[src/rtl/alarm_controller.sv]
// Alarm stage: holds the alarm time, runs the arm/ring/snooze FSM, blinks the buzzer
// and selects which four BCD digits go to the seven-segment driver.
module alarm_controller #(
    parameter int BLINK_DIV  = 25000000,
    parameter int RING_SECS  = 60,
    parameter int SNOOZE_MIN = 5
) (
    input  logic       CLK100MHZ,
    input  logic       Reset_n,
    input  logic [3:0] hours1,
    input  logic [3:0] hours2,
    input  logic [3:0] mins1,
    input  logic [3:0] mins2,
    input  logic [5:0] secs,
    input  logic       BtnSet,
    input  logic       BtnArm,
    input  logic       BtnSnooze,
    input  logic       BtnDismiss,
    input  logic       BtnH,
    input  logic       BtnM,
    output logic [3:0] DispH1,
    output logic [3:0] DispH2,
    output logic [3:0] DispM1,
    output logic [3:0] DispM2,
    output logic       Armed,
    output logic       Buzzer,
    output logic       Setting
);

    localparam int BW = (BLINK_DIV > 1) ? $clog2(BLINK_DIV) : 1;
    localparam int RW = $clog2(RING_SECS + 1);

    typedef enum logic [2:0] {DISARMED, SET, ARMED, RINGING, SNOOZE} state_t;

    state_t state, state_next;

    logic [5:0]    btn, btn_q, press_q;
    logic          p_set, p_arm, p_snooze, p_dismiss, p_h, p_m;
    logic [3:0]    al_h1, al_h2, al_m1, al_m2;
    logic [3:0]    sz_h1, sz_h2, sz_m1, sz_m2;
    logic [3:0]    t_h1, t_h2, t_m1, t_m2;
    logic [3:0]    inc_h1, inc_h2, inc_m1, inc_m2;
    logic [3:0]    sn_h1, sn_h2, sn_m1, sn_m2;
    logic [4:0]    sn_sum, sn_adj;
    logic [3:0]    sn_m1c;
    logic          sn_c1, sn_c2;
    logic          match, match_q, match_qq, match_edge;
    logic [5:0]    secs_q;
    logic          secs_chg, timeout;
    logic          start_ring, take_snooze;
    logic [BW-1:0] blink_cnt;
    logic [RW-1:0] ring_cnt;
    logic          buzz;

    assign btn       = {BtnSet, BtnArm, BtnSnooze, BtnDismiss, BtnH, BtnM};
    assign p_set     = press_q[5];
    assign p_arm     = press_q[4];
    assign p_snooze  = press_q[3];
    assign p_dismiss = press_q[2];
    assign p_h       = press_q[1];
    assign p_m       = press_q[0];

    // Registered one-cycle press pulses, so a held button acts only once
    always_ff @(posedge CLK100MHZ or negedge Reset_n) begin
        if (!Reset_n) begin
            btn_q   <= '0;
            press_q <= '0;
        end else begin
            btn_q   <= btn;
            press_q <= btn & ~btn_q;
        end
    end

    always_comb begin
        t_h1 = al_h1;
        t_h2 = al_h2;
        t_m1 = al_m1;
        t_m2 = al_m2;
        if (state == SNOOZE) begin
            t_h1 = sz_h1;
            t_h2 = sz_h2;
            t_m1 = sz_m1;
            t_m2 = sz_m2;
        end
    end

    assign match      = ({hours1, hours2, mins1, mins2} == {t_h1, t_h2, t_m1, t_m2}) && (secs == 6'd0);
    assign match_edge = match_q & ~match_qq;
    assign secs_chg   = (secs != secs_q);
    assign timeout    = secs_chg && (ring_cnt == RW'(RING_SECS - 1));

    always_comb begin
        inc_h1 = al_h1;
        inc_h2 = al_h2 + 4'd1;
        if (al_h1 == 4'd2 && al_h2 == 4'd3) begin
            inc_h1 = 4'd0;
            inc_h2 = 4'd0;
        end else if (al_h2 == 4'd9) begin
            inc_h1 = al_h1 + 4'd1;
            inc_h2 = 4'd0;
        end
        inc_m1 = al_m1;
        inc_m2 = al_m2 + 4'd1;
        if (al_m2 == 4'd9) begin
            inc_m2 = 4'd0;
            inc_m1 = (al_m1 == 4'd5) ? 4'd0 : al_m1 + 4'd1;
        end
    end

    // Snooze target: live HH:MM + SNOOZE_MIN in BCD, wrapping past midnight
    always_comb begin
        sn_sum = {1'b0, mins2} + 5'(SNOOZE_MIN);
        sn_adj = sn_sum - 5'd10;
        sn_c1  = (sn_sum > 5'd9);
        sn_m2  = sn_c1 ? sn_adj[3:0] : sn_sum[3:0];
        sn_m1c = mins1 + {3'b000, sn_c1};
        sn_c2  = (sn_m1c == 4'd6);
        sn_m1  = sn_c2 ? 4'd0 : sn_m1c;
        sn_h1  = hours1;
        sn_h2  = hours2;
        if (sn_c2) begin
            if (hours1 == 4'd2 && hours2 == 4'd3) begin
                sn_h1 = 4'd0;
                sn_h2 = 4'd0;
            end else if (hours2 == 4'd9) begin
                sn_h1 = hours1 + 4'd1;
                sn_h2 = 4'd0;
            end else begin
                sn_h2 = hours2 + 4'd1;
            end
        end
    end

    always_ff @(posedge CLK100MHZ or negedge Reset_n) begin
        if (!Reset_n) state <= DISARMED;
        else          state <= state_next;
    end

    // Event priority within a state: Arm > Dismiss > Snooze > match > timeout
    always_comb begin
        state_next  = state;
        start_ring  = 1'b0;
        take_snooze = 1'b0;
        case (state)
            DISARMED: begin
                if (p_arm)      state_next = ARMED;
                else if (p_set) state_next = SET;
            end
            SET: begin
                if (p_set) state_next = DISARMED;
            end
            ARMED: begin
                if (p_arm)      state_next = DISARMED;
                else if (p_set) state_next = SET;
                else if (match_edge) begin
                    state_next = RINGING;
                    start_ring = 1'b1;
                end
            end
            RINGING: begin
                if (p_arm)          state_next = DISARMED;
                else if (p_dismiss) state_next = ARMED;
                else if (p_snooze) begin
                    state_next  = SNOOZE;
                    take_snooze = 1'b1;
                end else if (timeout) state_next = ARMED;
            end
            SNOOZE: begin
                if (p_arm)          state_next = DISARMED;
                else if (p_dismiss) state_next = ARMED;
                else if (match_edge) begin
                    state_next = RINGING;
                    start_ring = 1'b1;
                end
            end
            default: state_next = DISARMED;
        endcase
    end

    always_ff @(posedge CLK100MHZ or negedge Reset_n) begin
        if (!Reset_n) begin
            al_h1     <= '0;
            al_h2     <= '0;
            al_m1     <= '0;
            al_m2     <= '0;
            sz_h1     <= '0;
            sz_h2     <= '0;
            sz_m1     <= '0;
            sz_m2     <= '0;
            match_q   <= 1'b0;
            match_qq  <= 1'b0;
            secs_q    <= '0;
            blink_cnt <= '0;
            ring_cnt  <= '0;
            buzz      <= 1'b0;
            DispH1    <= '0;
            DispH2    <= '0;
            DispM1    <= '0;
            DispM2    <= '0;
        end else begin
            match_q  <= match;
            match_qq <= match_q;
            secs_q   <= secs;
            if (state == SET) begin
                if (p_h) begin
                    al_h1 <= inc_h1;
                    al_h2 <= inc_h2;
                end
                if (p_m) begin
                    al_m1 <= inc_m1;
                    al_m2 <= inc_m2;
                end
            end
            if (take_snooze) begin
                sz_h1 <= sn_h1;
                sz_h2 <= sn_h2;
                sz_m1 <= sn_m1;
                sz_m2 <= sn_m2;
            end
            if (start_ring) begin
                blink_cnt <= '0;
                ring_cnt  <= '0;
                buzz      <= 1'b1;
            end else if (state == RINGING) begin
                if (blink_cnt == BW'(BLINK_DIV - 1)) begin
                    blink_cnt <= '0;
                    buzz      <= ~buzz;
                end else begin
                    blink_cnt <= blink_cnt + 1'b1;
                end
                if (secs_chg) ring_cnt <= ring_cnt + 1'b1;
            end
            if (state == SET) begin
                {DispH1, DispH2, DispM1, DispM2} <= {al_h1, al_h2, al_m1, al_m2};
            end else begin
                {DispH1, DispH2, DispM1, DispM2} <= {hours1, hours2, mins1, mins2};
            end
        end
    end

    // Gating with the state register drops the buzzer the moment RINGING is left
    assign Buzzer  = buzz && (state == RINGING);
    assign Armed   = (state == ARMED) || (state == RINGING) || (state == SNOOZE);
    assign Setting = (state == SET);

endmodule

[config.mk]
export PLATFORM = sky130hd
export DESIGN_NAME = alarm_controller
export DESIGN_NICKNAME = d
export VERILOG_FILES = /design/src/rtl/alarm_controller.sv
export SDC_FILE = /design/constraint.sdc
export NUM_CORES = 1
export LEC_CHECK = 0
export ABC_AREA = 1
export BUFFER_PORTS_ARGS = -buffer_cell sky130_fd_sc_hd__buf_2
export CAP_MARGIN = 20
export CORE_MARGIN = 4
export CORE_UTILIZATION = 50
export CTS_BUF_LIST = sky130_fd_sc_hd__clkbuf_8
export DETAILED_ROUTE_END_ITERATION = 10
export GPL_ROUTABILITY_DRIVEN = 0
export PLACE_DENSITY = 0.65
export SLEW_MARGIN = 20
export SYNTH_ARGS = -nofsm -noshare
export SYNTH_HDL_FRONTEND = slang
export SYNTH_SLANG_ARGS = --single-unit
[constraint.sdc]
create_clock -name CLK100MHZ -period 1.9 [get_ports CLK100MHZ]
set_clock_uncertainty 0.1 [all_clocks]
set_input_delay 0.285 -clock CLK100MHZ [delete_from_list [all_inputs] [get_ports CLK100MHZ]]
set_output_delay 0.285 -clock CLK100MHZ [all_outputs]
set_load 0.01 [all_outputs]
==> flow_metrics.tcl, run 1 <==
set metrics [dict create \
    outcome "finished, violations left" \
    violations "setup timing" \
    drt-initial-drc-count 607 \
    rows 39 \
    die_w_um 118 \
    via_per_inst 5.28 \
    grt_pass1_vias 5600 \
    syn-cell-area_um2 6060 \
    ys.flop_type "dfrtp_1" \
    wirelength_mm 15.8 \
    tightestPinTransition_ps 397 \
    reg2regPathDepth 11 \
    p_clk_share_pct 24.2 \
    clkTransAtPathRegs_ps 100 \
    period_minus_slack_ps 2350 \
    critPathTopFamily "simple AND/OR/NAND/NOR gates" \
    power_frac_comb_pct 33.5 \
    core_area_um2 11600 \
    place_area_um2 6980 \
    max_freq_ghz 0.426 \
    worst-setup-path-type "in2reg" \
    hold_path_class "in2reg" \
    ir_drop_uv 614 \
    ant_nets 0 \
    post-route-period-util_pct 123 \
    postLayoutCellArea_um2 7720 \
    fill_cells 1023 \
    endpoint_kind "register" \
    r2r_setup_slack_ps 90 \
    synth.distinct_cells 37 \
    fin_cells 1117 \
    synth_edf_count 0 \
    pin_count 49 \
    grt_max_degree 31 \
    p_per_area_nw_per_um2 906 \
    drv_slew 0 \
    seqPwrFrac_pct 42.3 \
    critPathMaxFanout 4 \
    hold_viol 0 \
    numPortBuffers 48 \
    overflow 0 \
    crit_required_ps 2070 \
    netSwitchingPower_mw 2.44 \
    rsz0062_at_grt "yes" \
    cp_slowest_cell "xor2_4" \
    ys_async_sr_fraction_pct 100 \
    timing.rr.start "state[0]" \
    hold_depth 3 \
    start_kind "input port" \
    p_int_mw 4.55 \
    maxCapViolations 0 \
    drive_gt1_share_pct 21.4 \
    dp.cells 1068 \
    antenna_found_initial 0 \
    clockRootBuffer "clkbuf_8" \
    netlist_instances 831 \
    dr_total_vias 5899 \
    slew_headroom_pct 73.6 \
    fin_nets 1015 \
    hold_start "mins2[0]" \
    cts_max_path_buffers 2 \
    clock-sinks 103 \
    grt_first_pass_wirelength_mm 26.3 \
    cpPeakStageDelay_ps 210 \
    grt_usage_pct 22.8 \
    syn-num-nets 877 \
    setup_ws_ps -446 \
    area_delta_synth_final_pct 27.5 \
    setup_viol 10 \
    clock_latency_ps 380 \
    leakagePower_nw 3.95 \
    diodes 0 \
    cp_common_cell "ha_4" \
    fp.dieArea_um2 13900 \
    p_sw_share_pct 34.9 \
    path_cells "buf_8, ha_4, xor2_4, ha_4, inv_2, nor2_2, nor2_1, nand3b_1, nand2_2, ha_4, ha_4, xnor2_2, nor2_2, nand2_4, buf_12, buf_6, o21ai_2, o21ai_1" \
    yosysWarnings 0 \
    seq_area_frac_synth_pct 42.6 \
    worstHoldEndpoint "sz_m2[0]" \
    htreeDepth 3 \
    dr.pass1.iters 5 \
    cp.arrival_ps 2520 \
    critPathBufInv 4 \
    timing.rr.end "match_q" \
    fp.dieH_um 118 \
    ys_ff_latch 103 \
    synth_area_per_cell_um2 7.29 \
    cts_buffers 9 \
    cts_tree "yes" \
    post_drt_wl_per_cell_um 14.1 \
    start_util_pct 52.1 \
    hpwl_mm 11.5 \
    route.detailed.drc 0 \
    cp-startpoint "mins2[0]" \
]
-- layer usage --
metal	global-route usage [%]	share of wire [%]	vias up
li1	-	-	2949
met1	29.4	44	2745
met2	39.0	49	180
met3	4.66	4.8	25
met4	6.01	1.6	0
met5	0	0	-
-- synthesized netlist by cell type (5+ instances only) --
library cell	number	share of area [%]
nand2_1	241	15
dfrtp_1	103	43
inv_1	99	6.1
nand3_1	95	7.9
nor2_1	82	5.1
o21ai_0	44	3.6
xor2_1	24	3.5
nor3_1	23	1.9
ha_1	16	3.3
nand4_1	16	1.7
a21oi_1	15	1.2
nand3b_1	8	0.99
buf_2	7	0.58
clkbuf_1	6	0.37
inv_2	6	0.37
buf_4	5	0.62
o211ai_1	5	0.62
-- registers in the layout (all words and copies together), names as in the netlist, 6 cells and up --
| signal | flops |
|---|---|
| blink_cnt | 25 |
| btn_q | 6 |
| press_q | 6 |
| ring_cnt | 6 |
| secs_q | 6 |
-- power by group through the flow --
| stage | clock network (mW) | logic, mW | registers, mW |
|---|---|---|---|
| 2_1_floorplan | 0 | 1.20 | 3.02 |
| 3_3_place_gp | 0 | 1.96 | 2.98 |
| 3_5_place_dp | 0 | 2.01 | 2.99 |
| 4_1_cts | 1.74 | 2.11 | 2.95 |
| 5_1_grt | 1.83 | 2.61 | 3.02 |
| 6_report | 1.69 | 2.34 | 2.96 |
-- per-stage QoR --
step | hold WS, ps | total power [mW] | setup TNS [ps] | setup WS (ps) | util (%)
finish | 146 | 6.99 | -3560 | -446 | 66.5
global route | 158 | 7.46 | -4550 | -515 | 66.5
CTS | 111 | 6.80 | -3060 | -347 | 64.3
detailed placement | 139 | 5.00 | -9950 | -950 | 60.1
global placement | 133 | 4.94 | -8940 | -868 | 60.1
floorplan | -111 | 4.22 | -5550 | -593 | -
-- layout by cell type (no fill, tap or decap), types with 2 or more instances in the layout --
master	n
a22oi_1	2
inv_1	91
ha_4	6
bufinv_16	3
buf_2	45
o21ai_2	3
nor2_1	78
nand2_1	235
nand2_4	4
nand3_1	91
nor2_2	5
dfrtp_1	102
nor4_1	2
dlygate4sd3_1	13
clkbuf_8	10
nand2_2	9
nand4_1	16
o31ai_1	3
nand3_2	5
buf_12	4
clkinvlp_4	4
buf_8	2
buf_6	7
o211ai_1	5
nor3_1	22
xor2_1	22
o21ai_1	10
nand3b_1	8
ha_1	10
a21oi_1	14
o21ai_0	35
nor2_4	3
inv_2	11
buf_4	73
-- cells by family after synthesis --
family	Yosys count	share of synthesized area [%]
buffers and inverters	124	8.26
and+or+nand+nor	484	35.0
DFF	103	42.6
AOI/OAI and AO/OA	79	7.21
xor gates and xnor gates	25	3.62
adders and majority gates	16	3.31
-- how the worst max path moves through the flow --
stage | end | slack (ps) | cells past startpoint
2_1_floorplan | sz_h2[0] | -590 | 17
3_3_place_gp | sz_h2[0] | -870 | 17
3_5_place_dp | sz_h2[0] | -950 | 18
4_1_cts | sz_h2[3] | -350 | 17
5_1_grt | sz_h2[3] | -510 | 19
6_report | sz_h1[0] | -450 | 18
-- layout make-up --
type / count / area (um2) / share of cell area (%)
inverters: 105 / 404 / 5.24
repair inverters: 1 / 7.51 / 0.0972
clock inverters: 6 / 115 / 1.49
well taps: 143 / 179 / 2.32
clock buffers: 10 / 138 / 1.78
multi-input cells: 604 / 3180 / 41.2
repair buffers: 145 / 1120 / 14.5
flip-flops and latches: 103 / 2580 / 33.4
-- worst reg2reg max path, stage by stage (launching register included) --
cell	delay (ps)
dfrtp_1	400
buf_4	160
nor2_4	140
nand2_2	100
buf_4	180
nand2_1	90
nand3b_1	70
nand2_1	70
nand2_1	50
nor2_1	150
nand3_1	90
nor2_1	120
-- what timing repair did --
action / CTS / global route
pin swaps: 7 / 20
resized for setup: 17 / 36
cloned: 1 / 2
buffers inserted: 6 / 11
setup endpoints to repair: 12 / 36
hold buffers: 13 / 0
endpoints found under the hold margin: 43 / 0
Note: power is estimated with default switching activity, not from simulation.
==> inputs of run 2 (changes only) <==
==> constraint.sdc (replaced) <==
create_clock -name CLK100MHZ -period 2.3 [get_ports CLK100MHZ]
set_clock_uncertainty 0.1 [all_clocks]
set_input_delay 0.345 -clock CLK100MHZ [delete_from_list [all_inputs] [get_ports CLK100MHZ]]
set_output_delay 0.345 -clock CLK100MHZ [all_outputs]
set_load 0.01 [all_outputs]
==> flow_metrics.tcl, run 2 (synthesis gave the netlist of run 1 again) <==
set metrics [dict create \
    post-route-period-util_pct 100 \
    critPathBufInv 3 \
    wirelength_mm 14.8 \
    ir_drop_uv 385 \
    rsz0062_at_grt "yes" \
    area_delta_synth_final_pct 17.9 \
    drv_slew 0 \
    leakagePower_nw 3.63 \
    p_per_area_nw_per_um2 738 \
    worst-setup-path-type "in2reg" \
    worstHoldEndpoint "sz_m2[0]" \
    cts_max_path_buffers 2 \
    critPathTopFamily "adder cells" \
    htreeDepth 3 \
    fill_cells 1052 \
    timing.rr.start "blink_cnt[0]" \
    start_util_pct 52.1 \
    clockRootBuffer "clkbuf_8" \
    final_cell_mix "nand2_1, dfrtp_1, inv_1, nand3_1, nor2_1" \
    rows 39 \
    drt-initial-drc-count 372 \
    fp.dieArea_um2 13900 \
    numPortBuffers 48 \
    antenna_found_initial 0 \
    dr.pass1.iters 5 \
    multi_input_area_um2 3160 \
    layout_commonest_cell "nand2_1" \
    hold_depth 3 \
    ant_nets 0 \
    grt_first_pass_wirelength_mm 25.4 \
    hold_start "mins2[0]" \
    cp_slowest_cell "ha_4" \
    fin_nets 958 \
    period_minus_slack_ps 2310 \
    r2r_setup_slack_ps 200 \
    fp.dieH_um 118 \
    regMostFlops "blink_cnt" \
    maxCapViolations 0 \
    endpoint_kind "register" \
    finish.utilization_pct 61.5 \
    grt_usage_pct 21.7 \
    post_drt_wl_per_cell_um 13.9 \
    pin_count 49 \
    timing.rr.end "blink_cnt[19]" \
    overflow 0 \
    crit_required_ps 2520 \
    max_freq_ghz 0.433 \
    outcome "finished, violations left" \
    hpwl_mm 11.0 \
    hold_path_class "in2reg" \
    slew_headroom_pct 64.7 \
    dp.cells 1027 \
    cpPeakStageDelay_ps 280 \
    tightestPinTransition_ps 529 \
    setup_ws_ps -6.92 \
    cts_tree "yes" \
    cp_common_cell "ha_4" \
    reg2regPathDepth 8 \
    violations "setup timing" \
    regArea_um2 2580 \
    critPathMaxFanout 5 \
    core_area_um2 11600 \
    clkTransAtPathRegs_ps 90 \
    route.detailed.drc 0 \
    cts_buffers 9 \
    grt_pass1_vias 5411 \
    grt_max_degree 41 \
    die_w_um 118 \
    clock_latency_ps 380 \
    drive_gt1_share_pct 14.7 \
    clock-sinks 103 \
    largest_reg_flops 25 \
    hold_viol 0 \
    path_cells "buf_8, ha_4, xor2_4, ha_4, inv_2, nor2_1, nand3b_1, nand2_2, ha_4, ha_4, nand2_4, nor2_4, nand2_4, buf_6, o21ai_2, nand4_1, nand2_1" \
    cp.arrival_ps 2530 \
    dr_total_vias 5626 \
    diodes 0 \
    timing.hold.ws_ps 202 \
    start_kind "input port" \
    setup_viol 1 \
    via_per_inst 5.31 \
    fin_cells 1060 \
]
run 2: cell types whose count changed in the layout (fill, tap and decap cells not counted), sizes merged:
cell / delta
inv: +2
clkinvlp: -1
bufinv: -2
clkbuf: -1
buf: -55
run 2: worst min-delay path, cell delays in order:
cell     delay, ps
buf_8           80
buf_4          120
o21ai_0         90
run 2: worst max path at each step:
stage | start | end | slack, ps | depth (start not counted)
2_1_floorplan | mins2[0] | sz_h2[0] | -250 | 17
3_3_place_gp | mins2[0] | sz_h2[0] | -520 | 18
3_5_place_dp | mins2[1] | sz_h2[2] | -630 | 17
4_1_cts | mins2[1] | sz_h2[2] | 8 | 17
5_1_grt | mins2[1] | sz_h2[2] | -100 | 18
6_report | mins2[0] | sz_h2[2] | -7 | 17
run 2: routing by layer:
layer	vias to the layer above	GRT usage, %	share of wire (%)
met5	-	0	0
met4	0	5.79	1.2
met3	16	5.05	4.5
met2	139	36.8	50
met1	2646	28.1	45
li1	2825	-	-
run 2: layout make-up:
class / instances / share of cell area [%]
clock buffer: 10 / 1.93
clock inverter: 6 / 0.859
timing repair buffer: 89 / 8.67
sequential: 103 / 36.1
tap: 143 / 2.51
multi-input combinational: 604 / 44.3
inverter: 105 / 5.62
run 2: power breakdown:
part           switching, mW  leakage, nW  total [mW]  internal, mW
registers              0.306         1.30        2.50          2.19
logic                  0.986         2.23        1.60         0.611
clock network          0.651       0.0957        1.18         0.527
total                   1.94         3.63        5.27          3.33
run 2: metrics by stage:
step,power [mW],instance area [um2],setup slack (ps),setup TNS (ps)
after CTS,5.27,7050,8.13,0
after floorplan,3.49,6160,-253,-2000
after global placement,3.99,6660,-519,-4920
after global routing,5.65,7140,-96.9,-450
after detailed placement,4.05,6660,-628,-6080
final,5.27,7140,-6.92,-6.92
run 2: repair_timing:
action                                  in CTS  in global routing
hold endpoints to repair                    49                  0
endpoints found under the setup margin      10                 10
buffers inserted                             2                  2
gates resized for setup                     16                 15
cloned                                       0                  0
pin swaps                                   10                 12
hold buffers                                13                  0
==> inputs of run 3 (changes only) <==
--- a/config.mk
+++ b/config.mk
@@ -5,7 +5,6 @@
 export SDC_FILE = /design/constraint.sdc
 export NUM_CORES = 1
 export LEC_CHECK = 0
-export ABC_AREA = 1
 export BUFFER_PORTS_ARGS = -buffer_cell sky130_fd_sc_hd__buf_2
 export CAP_MARGIN = 20
 export CORE_MARGIN = 4
@@ -13,7 +12,7 @@
 export CTS_BUF_LIST = sky130_fd_sc_hd__clkbuf_8
 export DETAILED_ROUTE_END_ITERATION = 10
 export GPL_ROUTABILITY_DRIVEN = 0
-export PLACE_DENSITY = 0.65
+export PLACE_DENSITY = 0.66
 export SLEW_MARGIN = 20
 export SYNTH_ARGS = -nofsm -noshare
 export SYNTH_HDL_FRONTEND = slang
==> constraint.sdc (replaced) <==
create_clock -name CLK100MHZ -period 2.69 [get_ports CLK100MHZ]
set_clock_uncertainty 0.1 [all_clocks]
set_input_delay 0.4035 -clock CLK100MHZ [delete_from_list [all_inputs] [get_ports CLK100MHZ]]
set_output_delay 0.4035 -clock CLK100MHZ [all_outputs]
set_load 0.01 [all_outputs]
==> flow_metrics.tcl, run 3 <==
set metrics [dict create \
    syn-num-nets 616 \
    pin_count 49 \
    via_per_inst 5.67 \
    ant_nets 0 \
    outcome "finished, violations left" \
    tightestPinTransition_ps 672 \
    yosysWarnings 0 \
    synth_top_cell_area_share_pct 47.8 \
    ys_async_sr_fraction_pct 100 \
    clock-sinks 103 \
    hpwl_mm 9.21 \
    overflow 0 \
    crit_required_ps 2850 \
    slew_headroom_pct 55.1 \
    leakagePower_nw 2.81 \
    largest_reg_flops 25 \
    grt_max_degree 67 \
    worst-setup-path-type "in2reg" \
    clockRootBuffer "clkbuf_8" \
    yosysMostFrequentCell "dfrtp_1" \
    drive_gt1_share_pct 22.0 \
    timing.rr.start "state[2]" \
    cts_max_path_buffers 2 \
    max_freq_ghz 0.339 \
    layout_commonest_cell "dfrtp_1" \
    grt_use_met2_pct 33.1 \
    synth_edf_count 0 \
    cts_tree "yes" \
    clock_latency_ps 380 \
    violations "setup timing" \
    area_delta_synth_final_pct 18.1 \
    hold_viol 0 \
    netlist_instances 570 \
    setup_viol 9 \
    diodes 0 \
    ys_ff_latch 103 \
    route.detailed.drc 0 \
    worstSetupEndpoint "sz_h1[2]" \
    dr.pass1.iters 4 \
    yosysTopAreaCell "dfrtp_1" \
    numPortBuffers 48 \
    antenna_found_initial 0 \
    synth_area_leaders "dfrtp_1, nand2_1, xnor2_1" \
    cts_buffers 9 \
    p_per_area_nw_per_um2 685 \
    reg2regPathDepth 6 \
    clkTransAtPathRegs_ps 100 \
    fp.dieH_um 112 \
    drt-initial-drc-count 361 \
    start_util_pct 51.7 \
    cp.arrival_ps 3110 \
    synth_area_per_cell_um2 9.45 \
    use_met1_pct 27.1 \
    htreeDepth 3 \
    regMostFlops "blink_cnt" \
    use_met3_pct 5.49 \
    final_cell_mix "dfrtp_1, nand2_1, buf_2, nor2_1, o21ai_0" \
    cp-startpoint "mins2[1]" \
    post-route-period-util_pct 110 \
    drv_slew 0 \
    grt_pass1_vias 4310 \
    r2r_setup_slack_ps 190 \
    syn-cell-area_um2 5390 \
    die_w_um 112 \
    setup_ws_ps -256 \
    fin_nets 683 \
    synth.distinct_cells 58 \
    fin_total_pwr_mw 4.36 \
    ir_drop_uv 418 \
    post_drt_wl_per_cell_um 15.8 \
    dr_total_vias 4412 \
    critPathMaxFanout 5 \
    period_minus_slack_ps 2950 \
    endpoint_kind "register" \
    grt_usage_pct 20.5 \
    ys_top_cells_by_count "dfrtp_1, nand2_1, nor2_1" \
    start_kind "input port" \
    wirelength_mm 12.3 \
    ys.flop_type "dfrtp_1" \
    grt-busiest-layer "met2" \
    core_area_um2 10400 \
    fp.dieArea_um2 12500 \
    seq_area_frac_synth_pct 47.8 \
    rsz0062_at_grt "yes" \
    hold_path_class "in2reg" \
    finish.utilization_pct 61.1 \
    grt_first_pass_wirelength_mm 21.0 \
    maxCapViolations 0 \
    timing.rr.end "match_q" \
    rows 37 \
]
run 3: changes by cell type in the layout (fill, tap and decap cells not counted), sizes merged, moves of 6 or more:
cell	change
nor3b	+6
inv	-77
and3	+12
mux2	+10
nor3	-8
o22ai	+7
nand3	-66
nand2	-182
xnor2	+27
nor2b	+11
nor2	-43
dlygate4sd3	-12
o21ai	-8
run 3: metrics by stage:
step	setup TNS (ps)	hold WS (ps)	setup WS (ps)	instances	cell area, um2
2_1_floorplan	-5100	7.91	-665	570	5510
3_3_place_gp	-6490	279	-795	760	6050
3_5_place_dp	-7610	287	-906	760	6050
6_report	-1520	33.0	-256	778	6360
5_1_grt	-2580	2.72	-358	778	6360
4_1_cts	-1480	5.57	-246	777	6320
run 3: cell type report:
class | count | area (um2)
Clock inverter | 6 | 43.8
Timing Repair Buffer | 78 | 507
Tap cell | 136 | 170
Inverter | 29 | 115
Fill cell | 912 | 4050
Multi-Input combinational cell | 416 | 2810
Clock buffer | 10 | 138
Sequential cell | 103 | 2580
run 3: what timing repair did:
action,4_1_cts,5_1_grt
buffers inserted,2,1
resized for setup,21,7
pin swaps,21,8
setup endpoints to repair,10,10
endpoints found under the hold margin,37,0
hold buffers,1,0
run 3: where the power goes:
group          internal [mW]  switching, mW  total (mW)  leakage, nW
logic                  0.577          0.674        1.25         1.41
clock network          0.365          0.533       0.898       0.0926
registers               1.89          0.321        2.21         1.31
total                   2.83           1.53        4.36         2.81
run 3: worst min-delay path by stage:
stage / from / endpoint / slack, ps / depth (start not counted)
after floorplan: Reset_n / DispH1[0] / 8 / 0
after global placement: match_q / match_qq / 280 / 0
after detailed placement: btn_q[3] / press_q[3] / 290 / 1
after CTS: BtnSet / btn_q[5] / 6 / 1
after global routing: BtnSet / btn_q[5] / 3 / 1
final: BtnArm / btn_q[4] / 30 / 1
run 3: worst max-delay path, cell delays in order:
cell and delay, ps:
buf_8 90, clkinvlp_4 100, ha_4 290, inv_4 40, ha_4 140, inv_2 40, o21ai_2 50, a211o_1 270
and2_4 170, ha_4 170, buf_6 110, and3b_1 170, o32ai_2 240, nand3b_1 220, or3_1 390, xnor2_1 140
o21ai_1 70
run 3: cell families (layout without fill, tap and decap cells):
logic type | count (synthesis) | in the layout | share of synthesized area, %
DFF | 103 | 103 | 47.8
AOI/OAI and AO/OA | 110 | 110 | 13.2
muxes | 12 | 12 | 2.46
and+or+nand+nor | 231 | 231 | 21.5
buffers and inverters | 51 | 123 | 3.65
xor gates and xnor gates | 47 | 47 | 7.64
adders and majority gates | 16 | 16 | 3.72
run 3: routing by layer:
metal | share of wire [%] | wire [um]
met1 | 44 | 5430
met2 | 49 | 6030
met3 | 5.0 | 614
met4 | 1.7 | 214
met5 | 0 | 0
